**config.mk**
```make
export PLATFORM = sky130hd
export DESIGN_NAME = sp_tile_seq
export DESIGN_NICKNAME = d
export VERILOG_FILES = /design/src/rtl/vector_pkg.sv /design/src/rtl/sp_tile_addr_gen.sv /design/src/rtl/sp_tile_seq.sv
export SDC_FILE = /design/constraint.sdc
export NUM_CORES = 1
export LEC_CHECK = 0
export CAP_MARGIN = 10
export CORE_AREA = 8 8 80 152
export DETAILED_ROUTE_END_ITERATION = 6
export DIE_AREA = 0 0 88 160
export GPL_TIMING_DRIVEN = 0
export PLACE_DENSITY_LB_ADDON = 0.12
export SYNTH_ARGS = -nofsm -noshare
export SYNTH_HDL_FRONTEND = slang
export SYNTH_SLANG_ARGS = --single-unit
```
**constraint.sdc**
```tcl
create_clock -name CLK -period 6.91 [get_ports CLK]
set_input_delay 1.382 -clock CLK [delete_from_list [all_inputs] [get_ports CLK]]
set_output_delay 1.382 -clock CLK [all_outputs]
set_load 0.005 [all_outputs]
```
**src/rtl/vector_pkg.sv**
```systemverilog
// rtl/vector_pkg.sv - shared vector-unit op encodings and scratchpad tile sequencer types
package vector_pkg;

  localparam logic [6:0] VOP_LOAD  = 7'b0000111;
  localparam logic [6:0] VOP_STORE = 7'b0100111;

  localparam logic SP_ROW_MAJOR = 1'b0;
  localparam logic SP_COL_MAJOR = 1'b1;

  localparam int SP_ADDR_W = 16;

  typedef enum logic [2:0] {
    SP_IDLE,
    SP_STORE,
    SP_LOAD,
    SP_DRAIN,
    SP_DONE
  } sp_state_t;

  typedef struct packed {
    logic [6:0]           op;
    logic [SP_ADDR_W-1:0] addr;
    logic                 row_col;
    logic [5:0]           rows;
    logic [5:0]           cols;
    logic                 id;
  } sp_req_t;

endpackage

```
**src/rtl/sp_tile_addr_gen.sv**
```systemverilog
// rtl/sp_tile_addr_gen.sv - outer/inner tile walk counters and element word address
// With SP_BOUNDS_CHECK_EN, oob_o flags walk addresses at or beyond SP_DEPTH.
module sp_tile_addr_gen
  import vector_pkg::*;
#(
  parameter int ADDR_W     = 16,
  parameter int ROW_STRIDE = 32,
  parameter int SP_DEPTH   = 4096
) (
  input  logic              clk_i,
  input  logic              rst_i,
  input  logic              start_i,
  input  logic              go_i,
  input  logic              row_col_i,
  input  logic [5:0]        rows_i,
  input  logic [5:0]        cols_i,
  input  logic [ADDR_W-1:0] base_i,
  output logic [ADDR_W-1:0] addr_o,
  output logic              last_o,
  output logic              advance_o,
  output logic              oob_o
);

  logic [5:0]  outer_q, outer_d;
  logic [5:0]  inner_q, inner_d;
  logic [11:0] elem_q, elem_d;
  logic [5:0]  inner_max;
  logic [5:0]  row, col;
  logic [11:0] total;

  assign inner_max = (row_col_i == SP_COL_MAJOR) ? rows_i : cols_i;
  assign row       = (row_col_i == SP_COL_MAJOR) ? inner_q : outer_q;
  assign col       = (row_col_i == SP_COL_MAJOR) ? outer_q : inner_q;
  assign total     = 12'(rows_i) * 12'(cols_i);
  assign last_o    = (elem_q == total - 12'd1);
  assign advance_o = go_i;

  always_comb begin
    outer_d = outer_q;
    inner_d = inner_q;
    elem_d  = elem_q;
    if (start_i) begin
      outer_d = '0;
      inner_d = '0;
      elem_d  = '0;
    end else if (go_i) begin
      elem_d = elem_q + 12'd1;
      if (inner_q == inner_max - 6'd1) begin
        inner_d = '0;
        outer_d = outer_q + 6'd1;
      end else begin
        inner_d = inner_q + 6'd1;
      end
    end
  end

  always_ff @(posedge clk_i) begin
    if (rst_i) begin
      outer_q <= '0;
      inner_q <= '0;
      elem_q  <= '0;
    end else begin
      outer_q <= outer_d;
      inner_q <= inner_d;
      elem_q  <= elem_d;
    end
  end

`ifdef SP_BOUNDS_CHECK_EN
  localparam int AW = ADDR_W + 8;
  logic [AW-1:0] full_addr;

  // Range test uses the untruncated sum so wrapped addresses still count as out of range.
  assign full_addr = AW'(base_i) + AW'(row) * AW'(ROW_STRIDE) + AW'(col);
  assign addr_o    = full_addr[ADDR_W-1:0];
  assign oob_o     = (full_addr >= AW'(SP_DEPTH));
`else
  logic unused_depth;

  assign addr_o       = base_i + ADDR_W'(row) * ADDR_W'(ROW_STRIDE) + ADDR_W'(col);
  assign oob_o        = 1'b0;
  assign unused_depth = ^SP_DEPTH;
`endif

endmodule

```
**src/rtl/sp_tile_seq.sv**
```systemverilog
// rtl/sp_tile_seq.sv - scratchpad tile sequencer: walks one load/store tile over a 1-cycle SRAM
// Optional SP_BOUNDS_CHECK_EN suppresses accesses at or beyond SP_DEPTH and reports resp_err.
module sp_tile_seq
  import vector_pkg::*;
#(
  parameter int ADDR_W     = 16,
  parameter int DATA_W     = 16,
  parameter int ROW_STRIDE = 32,
  parameter int SP_DEPTH   = 4096
) (
  input  logic              CLK,
  input  logic              RST,
  input  logic              req_valid,
  output logic              req_ready,
  input  logic [6:0]        req_op,
  input  logic [ADDR_W-1:0] req_addr,
  input  logic              req_row_col,
  input  logic [5:0]        req_num_rows,
  input  logic [5:0]        req_num_cols,
  input  logic              req_id,
  input  logic              wr_valid,
  input  logic [DATA_W-1:0] wr_data,
  output logic              wr_ready,
  output logic              rd_valid,
  output logic [DATA_W-1:0] rd_data,
  output logic              rd_last,
  output logic              sram_en,
  output logic              sram_we,
  output logic [ADDR_W-1:0] sram_addr,
  output logic [DATA_W-1:0] sram_wdata,
  input  logic [DATA_W-1:0] sram_rdata,
  output logic              dhit,
  output logic              resp_id,
  output logic              resp_err
);

  sp_state_t         state_q, state_d;
  sp_req_t           req_q, req_d;
  logic              rd_valid_q, rd_valid_d;
  logic              start, go, advance, last, oob;
  logic              is_load, is_store, zero_dim;
  logic [ADDR_W-1:0] walk_addr;

  assign is_load  = (req_op == VOP_LOAD);
  assign is_store = (req_op == VOP_STORE);
  assign zero_dim = (req_num_rows == 6'd0) || (req_num_cols == 6'd0);
  assign start    = (state_q == SP_IDLE) && req_valid;

  sp_tile_addr_gen #(
    .ADDR_W    (ADDR_W),
    .ROW_STRIDE(ROW_STRIDE),
    .SP_DEPTH  (SP_DEPTH)
  ) u_addr_gen (
    .clk_i    (CLK),
    .rst_i    (RST),
    .start_i  (start),
    .go_i     (go),
    .row_col_i(req_q.row_col),
    .rows_i   (req_q.rows),
    .cols_i   (req_q.cols),
    .base_i   (ADDR_W'(req_q.addr)),
    .addr_o   (walk_addr),
    .last_o   (last),
    .advance_o(advance),
    .oob_o    (oob)
  );

  always_comb begin
    state_d = state_q;
    req_d   = req_q;
    go      = 1'b0;
    case (state_q)
      SP_IDLE: begin
        if (req_valid) begin
          req_d.op      = req_op;
          req_d.addr    = SP_ADDR_W'(req_addr);
          req_d.row_col = req_row_col;
          req_d.rows    = req_num_rows;
          req_d.cols    = req_num_cols;
          req_d.id      = req_id;
          // Unsupported ops are consumed here and never answered.
          if (is_load || is_store) begin
            if (zero_dim)     state_d = SP_DONE;
            else if (is_load) state_d = SP_LOAD;
            else              state_d = SP_STORE;
          end
        end
      end
      SP_STORE: begin
        go = wr_valid;
        if (advance && last) state_d = SP_DONE;
      end
      SP_LOAD: begin
        go = 1'b1;
        if (last) state_d = SP_DRAIN;
      end
      SP_DRAIN: state_d = SP_DONE;
      SP_DONE:  state_d = SP_IDLE;
      default:  state_d = SP_IDLE;
    endcase
  end

  assign rd_valid_d = advance && (state_q == SP_LOAD);

  always_ff @(posedge CLK) begin
    if (RST) begin
      state_q    <= SP_IDLE;
      req_q      <= '0;
      rd_valid_q <= 1'b0;
    end else begin
      state_q    <= state_d;
      req_q      <= req_d;
      rd_valid_q <= rd_valid_d;
    end
  end

  assign req_ready  = (state_q == SP_IDLE);
  assign wr_ready   = (state_q == SP_STORE);
  assign sram_en    = advance & ~oob;
  assign sram_we    = sram_en & (req_q.op == VOP_STORE);
  assign sram_addr  = sram_en ? walk_addr : '0;
  assign sram_wdata = sram_we ? wr_data : '0;
  assign rd_valid   = rd_valid_q;
  assign rd_last    = (state_q == SP_DRAIN);
  assign dhit       = (state_q == SP_DONE);
  assign resp_id    = dhit & req_q.id;

`ifdef SP_BOUNDS_CHECK_EN
  logic err_q;
  logic rd_supp_q;

  always_ff @(posedge CLK) begin
    if (RST) begin
      err_q     <= 1'b0;
      rd_supp_q <= 1'b0;
    end else begin
      rd_supp_q <= rd_valid_d & oob;
      if (start)              err_q <= 1'b0;
      else if (advance & oob) err_q <= 1'b1;
    end
  end

  assign rd_data  = (rd_valid_q & ~rd_supp_q) ? sram_rdata : '0;
  assign resp_err = dhit & err_q;
`else
  assign rd_data  = rd_valid_q ? sram_rdata : '0;
  assign resp_err = 1'b0;
`endif

endmodule

```
==> impl_metrics.toml <==
[run_status]
status = "finished, final reports clean"

[yosys]
synth_edf_count = 0
yosysSeqAreaShare_pct = 23.86
async_flop_share_pct = 0
synthTopCellsByCount = "nand2_1 (117), dfxtp_1 (65), ha_1 (55)"
synth_warnings = 0
syn_nets = 823
synth-seq-cells = 65
synth_top_area_share_pct = 23.86
synth_area_mm2 = 0.005453
syn_area_per_cell_um2 = 8.078
ys_top_cells_by_area = "dfxtp_1 (24%), ha_1 (13%), nand2_1 (8.1%), fa_1 (7.3%), and2_1 (6.0%)"
yosysUniqueCellTypes = 62
synth_most_common_cell = "nand2_1"
syn_inst = 675
synthFlopType = "dfxtp_1"
synth_top_area_cell = "dfxtp_1"

[cts]
cts_tree = "yes"
cts_sinks = 65
cts_root_buffer = "clkbuf_16"
clkTransAtPathRegs_ps = 60
clk_latency_ps = 340
numCtsBuffers = 9
cts_hold_buf = 0
cts_setup_buffers = 0
cts_resized = 0
htree_levels = 3
clock_path_buffers = 2

[sta]
grt_setup_unrepaired = "no"
hold_viol = 0
maxSlewHeadroom_pct = 57.75
worst_pin_slew_ps = 625.8
skew_ps = 7.280
finalCritPeriodShare_pct = 88.82
drv_slew = 0
clock.fmax_mhz = 162.9
tns_ps = 0
setup_viol_count_final = 0
fin_crit_ps = 6138

[floorplan]
num_rows = 52
core_area_mm2 = 0.01008
io_pins = 130
initial_core_util_pct = 54.07
die_h_um = 160
dieWidth_um = 88
die-area_mm2 = 0.01408

[power]
switching_share_pct = 27.77
clkPwrFrac_pct = 41.5
power.density_mw_per_mm2 = 153.6
internal_power_w = 0.0007987
pwr-share-seq_pct = 35.7
power.switching_w = 0.0003071
ir_drop_mv = 0.1318
combPwrFrac_pct = 22.8
leakage_nw = 2.949

[cells_and_area]
n_fill_cell = 827
drive_gt1_share_pct = 6.716
areaGrowthSynthToFinish_pct = 32.06
nets = 962
layout.cells.non_filler = 954
diodes = 0

[global_route]
overflow = 0
grt_max_degree = 12
grt_usage_pct = 23.64
antenna_found_initial = 0
grt_pass1_vias = 5537
grt_pass1_wl_mm = 26.03

[place]
hpwlAfterDp_mm = 13.35
gp_congestion = 0.8958
placedCellCount = 938
port_buffers = 128

[detailed_routing]
avgRoutedWirePerCell_um = 16.81
vias = 5096
drc = 0
wl_mm = 16.03
drt_pass1_iterations = 4
avgViaCountPerCell = 5.342
initialDrtViolationCount = 161
ant_nets = 0

[critical_path]
start_kind = "register"
cp_num_buf_inv = 5
endpoint_kind = "output port"
cp_cell_sequence = "buf_2 -> buf_4 -> clkbuf_1 -> mux2i_1 -> fa_1 -> inv_1 -> ha_1 -> o311ai_0 -> o21ai_1 -> o22ai_1 -> o21ai_0 -> a21oi_1 -> clkdlybuf4s50_1"
cp_top_family = "buffers and inverters"
path_max_fanout = 10
path_class = "reg -> out"
timing.critical_path.arrival_ps = 4760
slowest_delay_ps = 600
slowest_stage = "o311ai_0"
worstPathRequired_ps = 5530

[run]
max-cap-violations = 0

[worst_hold_path]
hold_class = "reg -> reg"
## layout by cell type, fill, tap and decap left out, drive strengths merged, types with 30 or more instances in the layout
| cell type | instances |
|---|---|
| ha | 55 |
| a21oi | 53 |
| clkdlybuf4s50 | 128 |
| and2 | 52 |
| nor2 | 43 |
| xnor2 | 30 |
| inv | 36 |
| dfxtp | 65 |
| nand2 | 117 |
| clkbuf | 30 |
## through the flow
step / hold slack, ps / power, W / setup slack, ps / cell area [µm²] / utilization, %
global route: 478.1 / 0.001156 / 527.7 / 7201 / 71.40
detailed placement: 445.4 / 0.0006522 / 1160 / 6903 / 68.45
floorplan: 431.3 / 0.0005669 / 2360 / 5453 / -
CTS: 454.0 / 0.001110 / 775.7 / 7201 / 71.40
finish: 455.2 / 0.001106 / 772.5 / 7201 / 71.40
global placement: 439.2 / 0.0006424 / 1325 / 6903 / 68.45
## final cells by class
type                            count  area [µm²]  share of cell area (%)
Sequential cell                    65        1301                   18.07
Multi-Input combinational cell    539        3849                   53.45
Buffer                             34       162.7                   2.259
Inverter                           37       140.1                   1.946
Clock buffer                       11       242.7                   3.371
Tap cell                          135       168.9                   2.346
Clock inverter                      5       55.05                  0.7646
Timing Repair Buffer              128        1281                   17.79
## power by group through the flow
stage	sequential, W	combinational, W	clock (W)
finish	0.000395	0.000252	0.000459
global route	0.000396	0.000281	0.000479
CTS	0.000395	0.000252	0.000463
detailed placement	0.000402	0.000250	0
global placement	0.000402	0.000240	0
floorplan	0.000400	0.000167	0
## registers in the layout, indices dropped and copies added, names as in the netlist
signal,flops
req_q,37
u_addr_gen.elem_q,12
u_addr_gen.inner_q,6
u_addr_gen.outer_q,6
state_q,3
rd_valid,1
## worst min-delay path: stages (launching register included)
cell and delay, ps:
dfxtp_1 300, nand2_1 50, a21oi_1 50
## metal layers
layer | wire length, µm | GRT usage (%)
met4 | 1031 | 15.31
met3 | 549 | 4.010
met1 | 5497 | 21.00
met5 | 0 | 0
met2 | 8953 | 45.44
## worst paths after layout
kind                     startpoint                       to  slack, ps  cells after the start
max          req_q[13]$_SDFFE_PP0P_            sram_addr[14]        770                     13
min          req_q[19]$_SDFFE_PP0P_   req_q[19]$_SDFFE_PP0P_        460                      2
max reg2reg   req_q[4]$_SDFFE_PP0P_  state_q[0]$_SDFFE_PP0P_       2020                     15
min reg2reg  req_q[19]$_SDFFE_PP0P_   req_q[19]$_SDFFE_PP0P_        460                      2
## logic make-up (layout without fill, tap and decap cells)
kind of cell	count (synthesis)	after routing	synth area share (%)
mux	19	19	3.694
flops	65	65	23.86
compound gates	99	99	11.11
other cells	1	1	0.06877
simple gates	286	286	26.27
fa+ha+maj	75	75	19.96
buf+inv	71	215	5.553
xor+xnor	59	59	9.477
Note: power is estimated with default switching activity, not from simulation.
